==> src/rtl/rv_fetch_pkg.sv <==
// Shared types and constants for the fetch stage.
package rv_fetch_pkg;

   typedef enum logic [1:0] {
      BOOT = 2'd0,
      RUN  = 2'd1,
      HALT = 2'd2
   } fetch_state_e;

   localparam logic [31:0] NOP_INSTR    = 32'h0000_0013;
   localparam logic [31:0] ECALL_INSTR  = 32'h0000_0073;
   localparam logic [31:0] EBREAK_INSTR = 32'h0010_0073;

   localparam logic [1:0] FAULT_NONE     = 2'b00;
   localparam logic [1:0] FAULT_MISALIGN = 2'b01;
   localparam logic [1:0] FAULT_RANGE    = 2'b10;

   function automatic logic is_halt_instr(input logic [31:0] word);
      return (word == ECALL_INSTR) || (word == EBREAK_INSTR);
   endfunction

endpackage

==> src/rtl/fetch_next_pc.sv <==
// Combinational next-PC candidate: redirect/sequential select plus legality checks.
module fetch_next_pc
   import rv_fetch_pkg::*;
#(
   parameter int unsigned IMEM_DEPTH = 32
) (
   input  logic [31:0] pc_i,
   input  logic        use_redirect_i,
   input  logic [31:0] redirect_pc_i,
   output logic [31:0] pc_plus4_o,
   output logic [31:0] cand_o,
   output logic        misaligned_o,
   output logic        out_of_range_o
);

   localparam logic [31:0] PC_LIMIT = 32'(IMEM_DEPTH) << 2;

   assign pc_plus4_o     = pc_i + 32'd4;
   assign cand_o         = use_redirect_i ? redirect_pc_i : pc_plus4_o;
   assign misaligned_o   = |cand_o[1:0];
   // Wrapped pc+4 lands at zero only from the top of the address space, which is already out of range.
   assign out_of_range_o = (cand_o >= PC_LIMIT);

endmodule

==> src/rtl/inst_fetch_unit.sv <==
// Fetch stage: owns the PC, issues word addresses to instruction memory and gates the returned word.
module inst_fetch_unit
   import rv_fetch_pkg::*;
#(
   parameter logic [31:0] RESET_PC   = 32'h0000_0000,
   parameter int unsigned IMEM_DEPTH = 32
) (
   input  logic        clock,
   input  logic        reset_n,
   input  logic        stall,
   input  logic        redirect,
   input  logic [31:0] redirect_pc,
   input  logic        resume,
   input  logic [31:0] instruct,
   output logic [31:0] imem_addr,
   output logic [31:0] pc,
   output logic [31:0] pc_plus4,
   output logic [31:0] inst_out,
   output logic        inst_valid,
   output logic        halted,
   output logic [1:0]  fault,
   output logic [31:0] retired_count
);

   fetch_state_e state_q, state_d;
   logic [31:0]  pc_q, pc_d;
   logic [1:0]   fault_q, fault_d;
   logic [31:0]  count_q, count_d;

   logic [31:0]  cand;
   logic         misaligned;
   logic         outOfRange;
   logic         useRedirect;

   // Redirects only matter while running; in HALT the candidate is always pc+4.
   assign useRedirect = redirect && (state_q == RUN);

   fetch_next_pc #(
      .IMEM_DEPTH (IMEM_DEPTH)
   ) u_next_pc (
      .pc_i           (pc_q),
      .use_redirect_i (useRedirect),
      .redirect_pc_i  (redirect_pc),
      .pc_plus4_o     (pc_plus4),
      .cand_o         (cand),
      .misaligned_o   (misaligned),
      .out_of_range_o (outOfRange)
   );

   assign imem_addr     = {2'b00, pc_q[31:2]};
   assign pc            = pc_q;
   assign inst_valid    = (state_q == RUN);
   assign halted        = (state_q == HALT);
   assign inst_out      = inst_valid ? instruct : NOP_INSTR;
   assign fault         = fault_q;
   assign retired_count = count_q;

   always_comb begin
      state_d = state_q;
      pc_d    = pc_q;
      fault_d = fault_q;
      count_d = count_q;
      case (state_q)
         BOOT: state_d = RUN;
         RUN: begin
            if (!stall) begin
               count_d = count_q + 32'd1;
               if (is_halt_instr(instruct)) begin
                  state_d = HALT;
               end else if (misaligned) begin
                  fault_d = FAULT_MISALIGN;
                  state_d = HALT;
               end else if (outOfRange) begin
                  fault_d = FAULT_RANGE;
                  state_d = HALT;
               end else begin
                  pc_d = cand;
               end
            end
         end
         HALT: begin
            // Only a clean halt can be resumed; faults stay until reset.
            if (resume && (fault_q == FAULT_NONE)) begin
               if (misaligned) begin
                  fault_d = FAULT_MISALIGN;
               end else if (outOfRange) begin
                  fault_d = FAULT_RANGE;
               end else begin
                  pc_d    = cand;
                  state_d = RUN;
               end
            end
         end
         default: state_d = BOOT;
      endcase
   end

   always_ff @(posedge clock) begin
      if (!reset_n) begin
         state_q <= BOOT;
         pc_q    <= RESET_PC;
         fault_q <= FAULT_NONE;
         count_q <= 32'd0;
      end else begin
         state_q <= state_d;
         pc_q    <= pc_d;
         fault_q <= fault_d;
         count_q <= count_d;
      end
   end

endmodule

==> config.mk <==
export PLATFORM = sky130hd
export DESIGN_NAME = inst_fetch_unit
export DESIGN_NICKNAME = d
export VERILOG_FILES = /design/src/rtl/rv_fetch_pkg.sv /design/src/rtl/fetch_next_pc.sv /design/src/rtl/inst_fetch_unit.sv
export SDC_FILE = /design/constraint.sdc
export NUM_CORES = 1
export LEC_CHECK = 0
export ABC_AREA = 0
export CORE_MARGIN = 2
export CORE_UTILIZATION = 39
export CTS_CLUSTER_SIZE = 12
export DETAILED_ROUTE_END_ITERATION = 12
export PLACE_DENSITY = 0.79
export SLEW_MARGIN = 30
export SYNTH_ARGS = -nofsm -noshare
export SYNTH_HDL_FRONTEND = slang
export SYNTH_SLANG_ARGS = --single-unit
==> constraint.sdc <==
create_clock -name clock -period 4.1 [get_ports clock]
set_input_delay 0.615 -clock clock [delete_from_list [all_inputs] [get_ports clock]]
set_output_delay 0.615 -clock clock [all_outputs]
set_load 0.1 [all_outputs]
==> results.cfg <==
[timing]
fin_skew_ns = 0.01266
max_freq_mhz = 262.8
period_needed_ns = 3.806
relSlewSlack_pct = 31.81
period_share_pct = 92.82
worst_slew_pin_slew_ns = 1.020
timing.setup.tns_ns = 0
finalHoldViolCount = 0
rsz0062_at_grt = no
setup_viol = 0
final_max_slew_viol_count = 0

[clock_tree]
clockBufferDepth = 2
ctsHtreeMaxLevel = 3
post_cts_resized = 0
cts-buffers-inserted = 9
cts_tree = yes
holdBufCountCts = 0
clk_pin_slew_ns = 0.08
postCtsSetupRepairBufs = 0
cts.sinks = 68
clk_latency_ns = 0.34
root_buffer = clkbuf_8

[setup_path]
cp-endpoint = pc[10]
cp_slowest_stage_delay_ns = 0.77
crit_type = reg -> reg
critPathBufInv = 1
rr_startpoint = pc[8]
critPathLaunch = pc[8]
crit_top_cell = nand3_1
rr_endpoint = pc[10]
crit_required_ns = 4.33
r2r_slack_ns = 0.29
start_kind = register
cp.depth = 10
crit_chain = nand3_1 -> or4_1 -> nor3_4 -> nand3_1 -> a2111o_1 -> a2111oi_2 -> nand4b_1 -> buf_4 -> o21a_1 -> and2_1
cp-end-kind = register
critPathArrivalTime_ns = 4.04
crit_slowest_cell = or4_1
crit_family = simple AND/OR/NAND/NOR gates
worstPathMaxFanout = 27
rr_worst_depth = 10

[outcome]
status = finished, final reports clean

[detailed_routing]
drc = 0
wirelength_mm = 13.66
vias_per_cell = 5.011
vias = 4254
antenna_left = 0
drt_iter0_markers = 221
first_pass_iters = 4
wire_per_inst_um = 16.09

[global_routing]
antenna_found_initial = 0
grt_pass1_wl_mm = 21.34
grt_start_max_net_pins = 47
grt-ovfl-total = 0
first_global_vias = 4189
grtUsageTotal_pct = 23.35

[placement]
portBuffers = 230
hpwl_mm = 10.85
place.gp.congestion = 0.8593

[final_layout]
drive_gt1_share_pct = 18.09
layout_common_cells = clkdlybuf4s50_1 (167), and2_1 (80), buf_4 (63), dfxtp_1 (51), nand2_1 (45)
n_antenna_cell = 0
area_growth_pct = 56.71
nets = 784
final_common_cell = clkdlybuf4s50_1

[power]
total_power_mw = 3.197
ir_worst_vdd_mv = 0.5239
leakage_nw = 2.644
power_per_cell_area_nw_per_um2 = 485.4

[synthesis]
synth_seq_cells = 68
synth_seq_area_share_pct = 32.39
synth_top_area_share_pct = 32.39
yosys_warnings = 0
synth_cell_type_count = 48
avgSynthCellArea_sq_um = 8.129
ys_async_sr_fraction_pct = 0
synth_ff_type = dfxtp_1
syn_area_sq_um = 4203
yosys.area.top_type = dfxtp_1
synth_cells = 517
synth_area_leaders = dfxtp_1 (32%), and2_1 (12%), xnor2_1 (8.3%)
synth_edf_count = 0

[floorplanning]
io_pins = 233
die-area_sq_um = 11620
die_h_um = 107.8
die_w_um = 107.8
rows = 37
core-area_sq_um = 10420
initial_core_util_pct = 40.35

[flow_run]
maxCapViolations = 0

[min_path]
hp-start = retired_count[31]
hold_path_class = reg -> reg
worst min-delay path by stage:
stage / to / slack, ns / depth (start not counted)
3_3_place_gp: retired_count[31] / 0.48 / 2
5_1_grt: pc[1] / 0.53 / 1
6_report: retired_count[31] / 0.51 / 2
4_1_cts: retired_count[27] / 0.52 / 2
3_5_place_dp: pc[1] / 0.50 / 1
2_1_floorplan: state_q[1] / 0.63 / 3
through the flow:
stage                     cell area (sq um)  utilization [%]  std cells  hold slack, ns  setup WS, ns
after floorplan                        4385                -        518          0.6330      0.007924
after global placement                 6414            61.57        833          0.4791        0.4327
after detailed placement               6389            61.33        833          0.5033        0.3017
after CTS                              6580            63.17        849          0.5155        0.2977
after global routing                   6586            63.23        849          0.5312       0.02227
final                                  6586            63.23        849          0.5105        0.2943
tightest hold or removal path, cell delays in order (launching register included):
cell	delay, ns
dfxtp_1	0.33
o21ai_0	0.06
a21boi_0	0.07
flip-flops by register name (all words and copies together), names as in the netlist:
signal         cells
state_q            2
retired_count     32
pc                32
fault              2
power by group:
part	internal (mW)	total [mW]	leakage [nW]	switching (mW)
combinational	0.433	1.92	2.00	1.48
clock	0.277	0.540	0.0910	0.263
sequential	0.695	0.740	0.557	0.0449
total	1.41	3.20	2.64	1.79
logic make-up after synthesis:
group	after synthesis	share of synthesized area, %
flip-flops	68	32.39
other	1	0.08923
multiplexers	4	0.9527
buffers and inverters	68	9.467
AO/OA/AOI/OAI	52	8.604
AND/OR/NAND/NOR	263	35.16
adder cells (fa/ha/maj)	7	2.084
XOR/XNOR	54	11.25
cell usage after synthesis (4+ instances only):
library cell,instances
o21ai_0,13
nand3_1,22
nand4_1,13
nand2b_1,8
inv_1,11
xnor2_1,40
o211ai_1,4
buf_4,37
mux2i_1,4
clkbuf_1,17
a21boi_0,8
nor3_1,14
nand2_1,45
xor2_1,14
nor2_1,23
ha_1,7
and2_1,80
or3_1,13
o211a_1,4
nor4_1,15
dfxtp_1,68
a21oi_1,8
and3_1,11
cell type report:
| cell class | count | area, sq um |
|---|---|---|
| inverter | 11 | 41.29 |
| clock buffer | 9 | 123.9 |
| sequential | 68 | 1383 |
| fill | 907 | 3830 |
| timing repair buffer | 236 | 2190 |
| clock inverter | 7 | 67.56 |
| multi-input combinational | 382 | 2611 |
| tap | 136 | 170.2 |
layer usage:
layer,track usage (%),part of all wire [%],vias to the layer above
met5,0,0,-
met4,6.410,1.6,0
met3,5.932,6.6,21
met2,41.24,50,163
met1,27.92,42,1971
li1,-,-,2099
Note: power is estimated with default switching activity, not from simulation.
